--- src/rtl/dmem_pkg.sv ---
// rtl/dmem_pkg.sv - shared types and constants for the data-memory arbiter
//
// Purpose: FSM state encoding, port identifiers and the request record used
// by dmem_arbiter to carry the winning port's command to the memory.
// Ports: none (package).

package dmem_pkg;

    // Widest address/data the request record can carry; instances narrower
    // than this zero-extend into it and truncate back out.
    localparam int DMEM_AW = 32;
    localparam int DMEM_DW = 32;

    typedef enum logic [0:0] {
        IDLE    = 1'b0,
        RD_WAIT = 1'b1
    } dmem_arb_state_t;

    typedef struct packed {
        logic                we;
        logic [DMEM_AW-1:0]  addr;
        logic [DMEM_DW-1:0]  wdata;
    } dmem_req_t;

    localparam logic PORT0 = 1'b0;
    localparam logic PORT1 = 1'b1;

    // Read latency as loaded into the 3-bit wait counter.
    function automatic logic [2:0] rd_lat_cnt(input int lat);
        return 3'(lat);
    endfunction

endpackage

--- src/rtl/dmem_arbiter_if.sv ---
// rtl/dmem_arbiter_if.sv - bus bundle between requesters, arbiter and data memory
//
// Purpose: groups both requester ports and the memory-side strobes.
// Ports (signals):
//   p0_*/p1_*  : req, we, addr, wdata (to arbiter); gnt, rvalid, rdata (from arbiter)
//   mem_*      : addr, wdata, we, re (from arbiter); rdata (from memory)
// Modports: slave = arbiter view, master = requesters + memory view.

interface dmem_arbiter_if #(
    parameter int AW = 32,
    parameter int DW = 32
);
    logic          p0_req;
    logic          p0_we;
    logic [AW-1:0] p0_addr;
    logic [DW-1:0] p0_wdata;
    logic          p0_gnt;
    logic          p0_rvalid;
    logic [DW-1:0] p0_rdata;

    logic          p1_req;
    logic          p1_we;
    logic [AW-1:0] p1_addr;
    logic [DW-1:0] p1_wdata;
    logic          p1_gnt;
    logic          p1_rvalid;
    logic [DW-1:0] p1_rdata;

    logic [AW-1:0] mem_addr;
    logic [DW-1:0] mem_wdata;
    logic          mem_we;
    logic          mem_re;
    logic [DW-1:0] mem_rdata;

    modport slave (
        input  p0_req, p0_we, p0_addr, p0_wdata,
        output p0_gnt, p0_rvalid, p0_rdata,
        input  p1_req, p1_we, p1_addr, p1_wdata,
        output p1_gnt, p1_rvalid, p1_rdata,
        output mem_addr, mem_wdata, mem_we, mem_re,
        input  mem_rdata
    );

    modport master (
        output p0_req, p0_we, p0_addr, p0_wdata,
        input  p0_gnt, p0_rvalid, p0_rdata,
        output p1_req, p1_we, p1_addr, p1_wdata,
        input  p1_gnt, p1_rvalid, p1_rdata,
        input  mem_addr, mem_wdata, mem_we, mem_re,
        output mem_rdata
    );

endinterface

--- src/rtl/dmem_arbiter_rr_arb2.sv ---
// rtl/dmem_arbiter_rr_arb2.sv - combinational two-way round-robin / fixed-priority arbiter
//
// Purpose: picks one of two requesters when enabled.
// Ports:
//   req[1:0]   in  : request per port (bit n = port n)
//   last_win   in  : port that won the previous grant
//   fixed_prio in  : 1 = port 0 wins ties, 0 = alternate on ties
//   en         in  : arbitration allowed this cycle
//   gnt[1:0]   out : one-hot grant, all zero when disabled or idle
//   win        out : index of the granted port (0 when nothing granted)

module rr_arb2 (
    input  logic [1:0] req,
    input  logic       last_win,
    input  logic       fixed_prio,
    input  logic       en,
    output logic [1:0] gnt,
    output logic       win
);

    always_comb begin
        win = 1'b0;
        gnt = 2'b00;
        if (en) begin
            unique case (req)
                2'b01:   win = 1'b0;
                2'b10:   win = 1'b1;
                // Tie: in round-robin mode the port that did not win last goes.
                2'b11:   win = fixed_prio ? 1'b0 : ~last_win;
                default: win = 1'b0;
            endcase
            if (req != 2'b00) begin
                gnt = win ? 2'b10 : 2'b01;
            end
        end
    end

endmodule

--- src/rtl/dmem_arbiter.sv ---
// rtl/dmem_arbiter.sv - shares one single-port data memory between two requesters
//
// Purpose: arbitrates read/write requests from port 0 (core LSU) and port 1
// (debug/DMA loader), drives the memory strobes for the winner and returns
// read data to the port that issued the read after RD_LAT cycles.
// Ports:
//   clk  in : clock, rising edge
//   rst  in : synchronous active-high reset
//   bus     : dmem_arbiter_if.slave (requester handshakes + memory strobes)

module dmem_arbiter
    import dmem_pkg::*;
#(
    parameter int AW         = 32,
    parameter int DW         = 32,
    parameter int RD_LAT     = 1,
    parameter int FIXED_PRIO = 0
) (
    input  logic           clk,
    input  logic           rst,
    dmem_arbiter_if.slave  bus
);

    if (RD_LAT < 1 || RD_LAT > 7) begin : g_bad_lat
        $error("dmem_arbiter: RD_LAT must be within 1..7");
    end
    if (AW > DMEM_AW || DW > DMEM_DW) begin : g_bad_width
        $error("dmem_arbiter: AW/DW wider than the request record");
    end

    localparam logic [2:0] LAT_CNT = rd_lat_cnt(RD_LAT);
    localparam logic       FIXED   = (FIXED_PRIO != 0);

    dmem_arb_state_t state, state_nxt;
    logic [2:0]      rd_cnt, rd_cnt_nxt;
    logic            rd_owner, rd_owner_nxt;
    logic            last_win, last_win_nxt;

    logic            rd_last;
    logic            issue_ok;
    logic            issue;
    logic [1:0]      arb_gnt;
    logic            win;
    dmem_req_t       req0, req1, win_req;

    // Final wait cycle of an outstanding read: data is returned and the
    // memory is free again, so a new command may issue in the same cycle.
    assign rd_last  = (state == RD_WAIT) && (rd_cnt == 3'd1);
    assign issue_ok = (state == IDLE) || rd_last;

    rr_arb2 u_arb (
        .req        ({bus.p1_req, bus.p0_req}),
        .last_win   (last_win),
        .fixed_prio (FIXED),
        .en         (issue_ok),
        .gnt        (arb_gnt),
        .win        (win)
    );

    assign issue = |arb_gnt;

    always_comb begin
        req0    = '{we: bus.p0_we, addr: DMEM_AW'(bus.p0_addr), wdata: DMEM_DW'(bus.p0_wdata)};
        req1    = '{we: bus.p1_we, addr: DMEM_AW'(bus.p1_addr), wdata: DMEM_DW'(bus.p1_wdata)};
        win_req = (win == PORT1) ? req1 : req0;
    end

    // Memory strobes and grants: all zero outside an issue cycle.
    always_comb begin
        bus.p0_gnt    = arb_gnt[0];
        bus.p1_gnt    = arb_gnt[1];
        bus.mem_we    = 1'b0;
        bus.mem_re    = 1'b0;
        bus.mem_addr  = '0;
        bus.mem_wdata = '0;
        if (issue) begin
            bus.mem_we    = win_req.we;
            bus.mem_re    = ~win_req.we;
            bus.mem_addr  = AW'(win_req.addr);
            bus.mem_wdata = DW'(win_req.wdata);
        end
    end

    // Read return: memory data is forwarded combinationally to the owner only.
    always_comb begin
        bus.p0_rvalid = rd_last && (rd_owner == PORT0);
        bus.p1_rvalid = rd_last && (rd_owner == PORT1);
        bus.p0_rdata  = bus.p0_rvalid ? bus.mem_rdata : '0;
        bus.p1_rdata  = bus.p1_rvalid ? bus.mem_rdata : '0;
    end

    always_comb begin
        state_nxt    = state;
        rd_cnt_nxt   = rd_cnt;
        rd_owner_nxt = rd_owner;
        last_win_nxt = last_win;

        if (state == RD_WAIT) begin
            rd_cnt_nxt = rd_cnt - 3'd1;
            if (rd_last) begin
                state_nxt = IDLE;
            end
        end

        if (issue) begin
            last_win_nxt = win;
            // A read issued on the final wait cycle reloads RD_WAIT directly.
            if (!win_req.we) begin
                state_nxt    = RD_WAIT;
                rd_cnt_nxt   = LAT_CNT;
                rd_owner_nxt = win;
            end
        end
    end

    always_ff @(posedge clk) begin
        if (rst) begin
            state    <= IDLE;
            rd_cnt   <= 3'd0;
            rd_owner <= PORT0;
            // Pretend port 1 won last so port 0 takes the first tie.
            last_win <= PORT1;
        end else begin
            state    <= state_nxt;
            rd_cnt   <= rd_cnt_nxt;
            rd_owner <= rd_owner_nxt;
            last_win <= last_win_nxt;
        end
    end

endmodule

--- src/flat_wrapper.sv ---
// flat-port wrapper written by rule: the top's interface ports become plain ports
module dmem_arbiter_flat import dmem_pkg::*;
#(
    parameter int AW         = 32,
    parameter int DW         = 32,
    parameter int RD_LAT     = 1,
    parameter int FIXED_PRIO = 0
)
  (clk, rst, bus_p0_req, bus_p0_we, bus_p0_addr, bus_p0_wdata, bus_p0_gnt, bus_p0_rvalid, bus_p0_rdata, bus_p1_req, bus_p1_we, bus_p1_addr, bus_p1_wdata, bus_p1_gnt, bus_p1_rvalid, bus_p1_rdata, bus_mem_addr, bus_mem_wdata, bus_mem_we, bus_mem_re, bus_mem_rdata);
  dmem_arbiter_if #(.AW(AW), .DW(DW)) bus_i ();
  input  logic clk;
  input  logic rst;
  input wire logic [$bits(bus_i.p0_req)-1:0] bus_p0_req;
  input wire logic [$bits(bus_i.p0_we)-1:0] bus_p0_we;
  input wire logic [$bits(bus_i.p0_addr)-1:0] bus_p0_addr;
  input wire logic [$bits(bus_i.p0_wdata)-1:0] bus_p0_wdata;
  output wire logic [$bits(bus_i.p0_gnt)-1:0] bus_p0_gnt;
  output wire logic [$bits(bus_i.p0_rvalid)-1:0] bus_p0_rvalid;
  output wire logic [$bits(bus_i.p0_rdata)-1:0] bus_p0_rdata;
  input wire logic [$bits(bus_i.p1_req)-1:0] bus_p1_req;
  input wire logic [$bits(bus_i.p1_we)-1:0] bus_p1_we;
  input wire logic [$bits(bus_i.p1_addr)-1:0] bus_p1_addr;
  input wire logic [$bits(bus_i.p1_wdata)-1:0] bus_p1_wdata;
  output wire logic [$bits(bus_i.p1_gnt)-1:0] bus_p1_gnt;
  output wire logic [$bits(bus_i.p1_rvalid)-1:0] bus_p1_rvalid;
  output wire logic [$bits(bus_i.p1_rdata)-1:0] bus_p1_rdata;
  output wire logic [$bits(bus_i.mem_addr)-1:0] bus_mem_addr;
  output wire logic [$bits(bus_i.mem_wdata)-1:0] bus_mem_wdata;
  output wire logic [$bits(bus_i.mem_we)-1:0] bus_mem_we;
  output wire logic [$bits(bus_i.mem_re)-1:0] bus_mem_re;
  input wire logic [$bits(bus_i.mem_rdata)-1:0] bus_mem_rdata;
  assign bus_i.p0_req = bus_p0_req;
  assign bus_i.p0_we = bus_p0_we;
  assign bus_i.p0_addr = bus_p0_addr;
  assign bus_i.p0_wdata = bus_p0_wdata;
  assign bus_p0_gnt = bus_i.p0_gnt;
  assign bus_p0_rvalid = bus_i.p0_rvalid;
  assign bus_p0_rdata = bus_i.p0_rdata;
  assign bus_i.p1_req = bus_p1_req;
  assign bus_i.p1_we = bus_p1_we;
  assign bus_i.p1_addr = bus_p1_addr;
  assign bus_i.p1_wdata = bus_p1_wdata;
  assign bus_p1_gnt = bus_i.p1_gnt;
  assign bus_p1_rvalid = bus_i.p1_rvalid;
  assign bus_p1_rdata = bus_i.p1_rdata;
  assign bus_mem_addr = bus_i.mem_addr;
  assign bus_mem_wdata = bus_i.mem_wdata;
  assign bus_mem_we = bus_i.mem_we;
  assign bus_mem_re = bus_i.mem_re;
  assign bus_i.mem_rdata = bus_mem_rdata;
  dmem_arbiter #(.AW(AW), .DW(DW), .RD_LAT(RD_LAT), .FIXED_PRIO(FIXED_PRIO)) u_core (.clk(clk), .rst(rst), .bus(bus_i));
endmodule
--- config.mk ---
export PLATFORM = sky130hd
export DESIGN_NAME = dmem_arbiter_flat
export DESIGN_NICKNAME = d
export VERILOG_FILES = /design/src/rtl/dmem_pkg.sv /design/src/rtl/dmem_arbiter_if.sv /design/src/rtl/dmem_arbiter_rr_arb2.sv /design/src/rtl/dmem_arbiter.sv /design/src/flat_wrapper.sv
export SDC_FILE = /design/constraint.sdc
export NUM_CORES = 1
export LEC_CHECK = 0
export ABC_AREA = 1
export CORE_AREA = 2 2 118 120
export CTS_BUF_LIST = sky130_fd_sc_hd__clkbuf_2 sky130_fd_sc_hd__clkbuf_4 sky130_fd_sc_hd__clkbuf_8
export CTS_CLUSTER_SIZE = 28
export DETAILED_ROUTE_END_ITERATION = 12
export DIE_AREA = 0 0 120 122
export PLACE_DENSITY = 0.63
export SETUP_SLACK_MARGIN = 0.3
export SKIP_LAST_GASP = 1
export SYNTH_ARGS = -nofsm -noshare
export SYNTH_HDL_FRONTEND = slang
export SYNTH_SLANG_ARGS = --single-unit
--- constraint.sdc ---
create_clock -name clk -period 1.44 [get_ports clk]
set_clock_uncertainty 0.15 [all_clocks]
set_input_delay 0.216 -clock clk [delete_from_list [all_inputs] [get_ports clk]]
set_output_delay 0.216 -clock clk [all_outputs]
set_load 0.01 [all_outputs]
### After elaboration in Yosys (flattened, before gate mapping)

Index checks and enable logic that the tools add are counted.

| storage, ports and cells | value |
|---|---|
| output and inout bits | 134 |
| word-level logic and storage cells | 39 |
| bits of input ports | 166 |
| register bits | 6 |

| operators by class | value |
|---|---|
| equal/unequal tests | 3 |
| bitwise operators | 4 |
| add/subtract/negate cells | 1 |
| muxes and demuxes | 20 |
| reduce and logical (&&, ||, !) cells | 7 |

Operator list:

| kind | number |
|---|---|
| $mux W32 | 4 |
| $mux W65 | 1 |
| $mux W3 | 3 |
| $mux W1 | 8 |
| $mux W2 | 3 |
| $eq A2 B2 Y1 const B | 2 |
| $not A1 Y1 | 4 |
| $eq A3 B1 Y1 const B | 1 |
| $logic_and A1 B1 Y1 | 3 |
| $sub A3 B1 Y3 const B | 1 |
| $pmux W1 S2 | 1 |
| $reduce_and A2 Y1 | 1 |
| $reduce_bool A2 Y1 | 1 |
| $reduce_or A2 Y1 | 1 |
| $logic_or A1 B1 Y1 | 1 |

### Logic depth before layout (Yosys ltp)

Gate-level depths: netlist (run 1).

| logic depth | value |
|---|---|
| word-level depth | 9 |
| depth in mapped cells | 10 |
| gate-level depth less buffers | 9 |

### By module

From an unflattened synthesis (run 1), not the netlist that was laid out.

| second synthesis, totals | value |
|---|---|
| cell total of the unflattened synthesis | 369 |
| area, all modules | 1869.3 um^2 |

Modules (own cells, without submodules):

| module | cells an instance | area an instance (um^2) | instances | sequential area each (um^2) |
|---|---|---|---|---|
| dmem_arbiter | 361 | 1835.5 | 1 | 120.1 |
| rr_arb2 | 8 | 33.8 | 1 | 0.0 |

### Least setup slack after synthesis (run 1)

No wires, ideal clock.

| timing path | value |
|---|---|
| path type | register to output |
| from | register u_core.rd_cnt[0] |
| to | output port bus_mem_addr[22] |
| cell stages (with the launch flop) | 9 |
| slack | -0.272 ns |
| path buffers | 2 |
| required time | 1.074 ns |
| arrival time | 1.346 ns |
| cell sequence | dfxtp_1 > ha_1 > nand2_2 > nand2_4 > o21a_1 > inv_2 > buf_6 > buf_6 > a21oi_1 |

| between the ends | value |
|---|---|
| cells in the longest elaborated chain, start to end | 6 |
| elaborated cells between the ends (all ways) | 8 |
| classes of those cells | eq/ne: 1; mux: 4; reduce/logical: 3 |

RTL lines:

| item | RTL line | text |
|---|---|---|
| start: declaration | dmem_arbiter.sv:35 | `logic [2:0] rd_cnt, rd_cnt_nxt;` |
| start signal: assignment | dmem_arbiter.sv:125 | `rd_cnt <= rd_cnt_nxt;` |
| $eq A3 B1 Y1 (*) | dmem_arbiter.sv:48 | `assign rd_last = (state == RD_WAIT) && (rd_cnt == 3'd1);` |
| $logic_and A1 B1 Y1 (*) | dmem_arbiter.sv:48 |  |
| $logic_or A1 B1 Y1 (*) | dmem_arbiter.sv:49 | `assign issue_ok = (state == IDLE) \|\| rd_last;` |
| $mux W1 or $mux W2 (tied branches) | dmem_arbiter_rr_arb2.sv:24 | `if (en) begin` |
| $mux W65 or $reduce_or A2 Y1 (tied branches) | dmem_arbiter.sv:65, dmem_arbiter.sv:60 |  |
| $mux W32 (*) | dmem_arbiter.sv:76 | `if (issue) begin` |
| end: declaration | flat_wrapper.sv:27 | `output wire logic [$bits(bus_i.mem_addr)-1:0] bus_mem_addr;` |

Every way passes the cells marked *; elsewhere a longest branch is shown, timed or not.

### Worst setup path after layout (run 1)

| timing path | value |
|---|---|
| from | register u_core.rd_cnt[1] |
| to | output port bus_mem_wdata[5] |

| between the ends | value |
|---|---|
| cells in the longest elaborated chain, start to end | 6 |
| elaborated cells between the ends (all ways) | 8 |
| classes of those cells | eq/ne: 1; mux: 4; reduce/logical: 3 |

RTL lines:

| item | RTL line | text |
|---|---|---|
| $eq A3 B1 Y1 (*) | dmem_arbiter.sv:48 |  |
| $logic_and A1 B1 Y1 (*) | dmem_arbiter.sv:48 |  |
| $logic_or A1 B1 Y1 (*) | dmem_arbiter.sv:49 |  |
| $mux W1 or $mux W2 (tied branches) | dmem_arbiter_rr_arb2.sv:24 |  |
| $mux W65 or $reduce_or A2 Y1 (tied branches) | dmem_arbiter.sv:65, dmem_arbiter.sv:60 |  |
| $mux W32 (*) | dmem_arbiter.sv:76 |  |
| end: declaration | flat_wrapper.sv:28 | `output wire logic [$bits(bus_i.mem_wdata)-1:0] bus_mem_wdata;` |

Marked as above.

==> metrics.txt, run 1 <==
post-route core utilization=0.5181; Pwr per Cell Area=526.2 nW/um^2; Initial Util=0.1281; Synth Cell Area=1730 um^2; Peak supply drop=245.4 uV; top cells by area, synth=nand2_1 (29%), a21oi_1 (20%), nor2_1 (15%), inv_1 (8.5%), buf_6 (7.8%); P_leak=3.116 nW; Nets=894; Synth-to-Final Area Change=304.3%; multi-input logic area=2303 um^2; yosys warns=0; setup violators final=140; overall power=0.003681 W; worst reg2reg startpoint=u_core.rd_cnt[1]$_SDFF_PP0_; post-route setup slack=-666.2 ps; Seq. cell area=122.6 um^2; Detail Route Antenna Nets=0; Yosys cell types=20; Die Y-Extent=122 um; CTS root buffer=clkbuf_8; placed cell area=5788 um^2; cell area after layout=6997 um^2; max-slew violation count=0; crit path DAT=1740 ps; DRC Markers=0; Sum Neg Setup Slack=-79,060 ps; CTS tree=yes; grt total ovfl=0; H-tree levels=1; crit path from=u_core.rd_cnt[1]$_SDFF_PP0_; Clock Path Buffers=2; Hold Path Class=reg -> reg; cell taking the most area after synthesis=nand2_1; first-pass GRT wire length=20,140 um; Slew @ Worst Pin=248.3 ps; core area=13,500 um^2; Port-buffer cells=299; Synth top cells by count=nand2_1 (135), a21oi_1 (68), nor2_1 (68); Detailed Route WL=14,360 um; final hold violations=0; Synth Register Bits=6; die width=120 um; via count=3,784; RSZ-0062 raised after global routing=true; number of flops mapped to enable cells by yosys=0; Clk Latency, worst-skew pair=230 ps; most common cell in the netlist=nand2_1; crit share post-route=1.463; Place WS=-1085 ps; HPWL Detailed=9433 um; worst relative slew slack=0.8343; vias per cell=4.186; Async SR Flop Fraction=0; layout cells sized above 1=0.5925; pin count of the biggest net entering global routing=25; Worst EP required=1070 ps; gp weighted congestion=0.8435; ANT cells=0; Inserted Clock Buffers=3; Ports=300; Sink Count=6; Max FO, Critical Path=7; register area share after synthesis=0.06941; initial antenna violation count=0; fmax=474.8 MHz; violated checks=setup timing; Total GRT Usage=0.1734; outcome=finished with violations; Mapped Cells=364; detailed-router iteration count before antenna repair=4; Mapped Nets=532; Max-Cap Viols=0; synthesized area per cell=4.754 um^2; wire per inst=15.88 um; vias in the first global route=3,918; Worst setup SP type=register; fillers=1,262; clock slew at reported path FFs=30 ps; Setup crit end kind=output pin; num rows=43; Yosys top cell area share=0.2928; HP Start=u_core.rd_cnt[1]$_SDFF_PP0_; die area=14,640 um^2; fin crit period=2106 ps; initial DRC count=59; critical path class=reg -> out; Main synth FF type=dfxtp_1
-- repair_timing --
item,in CTS,in global routing
setup endpoints to repair,140,140
gates cloned,11,9
pin swaps,32,23
setup buffers,28,6
hold buffers,0,0
resized for setup,636,71
-- final cells by class --
class	count	share of cell area
Inverter	42	0.02915
Timing Repair Buffer	384	0.5837
Multi-Input combinational cell	288	0.3292
Timing Repair inverter	1	0.002325
Sequential cell	6	0.01753
Tap cell	180	0.03219
Clock buffer	3	0.005901
-- state kept, by name (all words and copies together), names as in the netlist --
register	count
u_core.rd_owner	1
u_core.state	1
u_core.last_win	1
u_core.rd_cnt	3
-- placed cells by master (no fill, tap or decap), drive strengths merged --
cell type      synthesis  final
buf                   25    191
clkdlybuf4s50          0    163
nand2                138    138
a21oi                 69     69
nor2                  68     68
inv                   42     40
clkdlybuf4s15          0     20
clkbuf                 3     11
dfxtp                  6      6
nand3                  5      5
clkinv                 0      3
o21ai                  2      2
dlygate4sd2            0      2
ha                     2      2
o21a                   1      1
nand4                  1      1
xor2                   1      1
xnor2                  1      1
-- cells by family after synthesis --
group,share of synthesized area
simple gates,0.4751
compound gates,0.2119
buf+inv,0.2191
flops,0.06942
xor+xnor,0.01012
fa+ha+maj,0.01446
-- metrics by stage --
step	std cells	hold slack [ps]
6_report	904	371.9
5_1_grt	904	440.8
4_1_cts	889	369.0
3_5_place_dp	847	359.4
3_3_place_gp	847	345.9
2_1_floorplan	364	127.7
-- final timing paths --
path | endpoint | depth (start not counted) | slack [ps]
worst min-delay path | u_core.rd_cnt[1]$_SDFF_PP0_ | 2 | 370
worst min register to register | u_core.rd_cnt[1]$_SDFF_PP0_ | 2 | 370
worst max-delay path | bus_mem_wdata[5] | 12 | -670
worst max register to register | u_core.rd_cnt[1]$_SDFF_PP0_ | 14 | -410
-- layer usage --
| layer | up-vias | part of all wire | track usage |
|---|---|---|---|
| li1 | 1839 | - | - |
| met1 | 1734 | 0.37 | 0.1846 |
| met2 | 193 | 0.54 | 0.3388 |
| met3 | 18 | 0.081 | 0.03792 |
| met4 | 0 | 0.016 | 0.05147 |
| met5 | - | 0 | 0 |
-- critical path, stage by stage (launching register included) --
cell     delay (ps)
dfxtp_2         320
inv_2            50
ha_4            160
nand2_4          60
nand2_4          60
nand2_4          90
buf_12          130
buf_12          100
buf_16          120
buf_12          130
nand2_2          50
a21oi_2         100
buf_2           140
-- power by group --
part           total, W  internal [W]  switching [W]
clock          0.000263      0.000180      0.0000829
combinational   0.00321       0.00172        0.00149
sequential     0.000213      0.000191      0.0000218
total           0.00368       0.00209        0.00159
Power figures use the tool's default switching activity.
==> run 2: changes to the inputs <==
Settings changed: CTS_CLUSTER_DIAMETER from default to 100.
==> results of run 2 <==
Same layout as run 1: the final DEF is identical, and so are final timing and power.
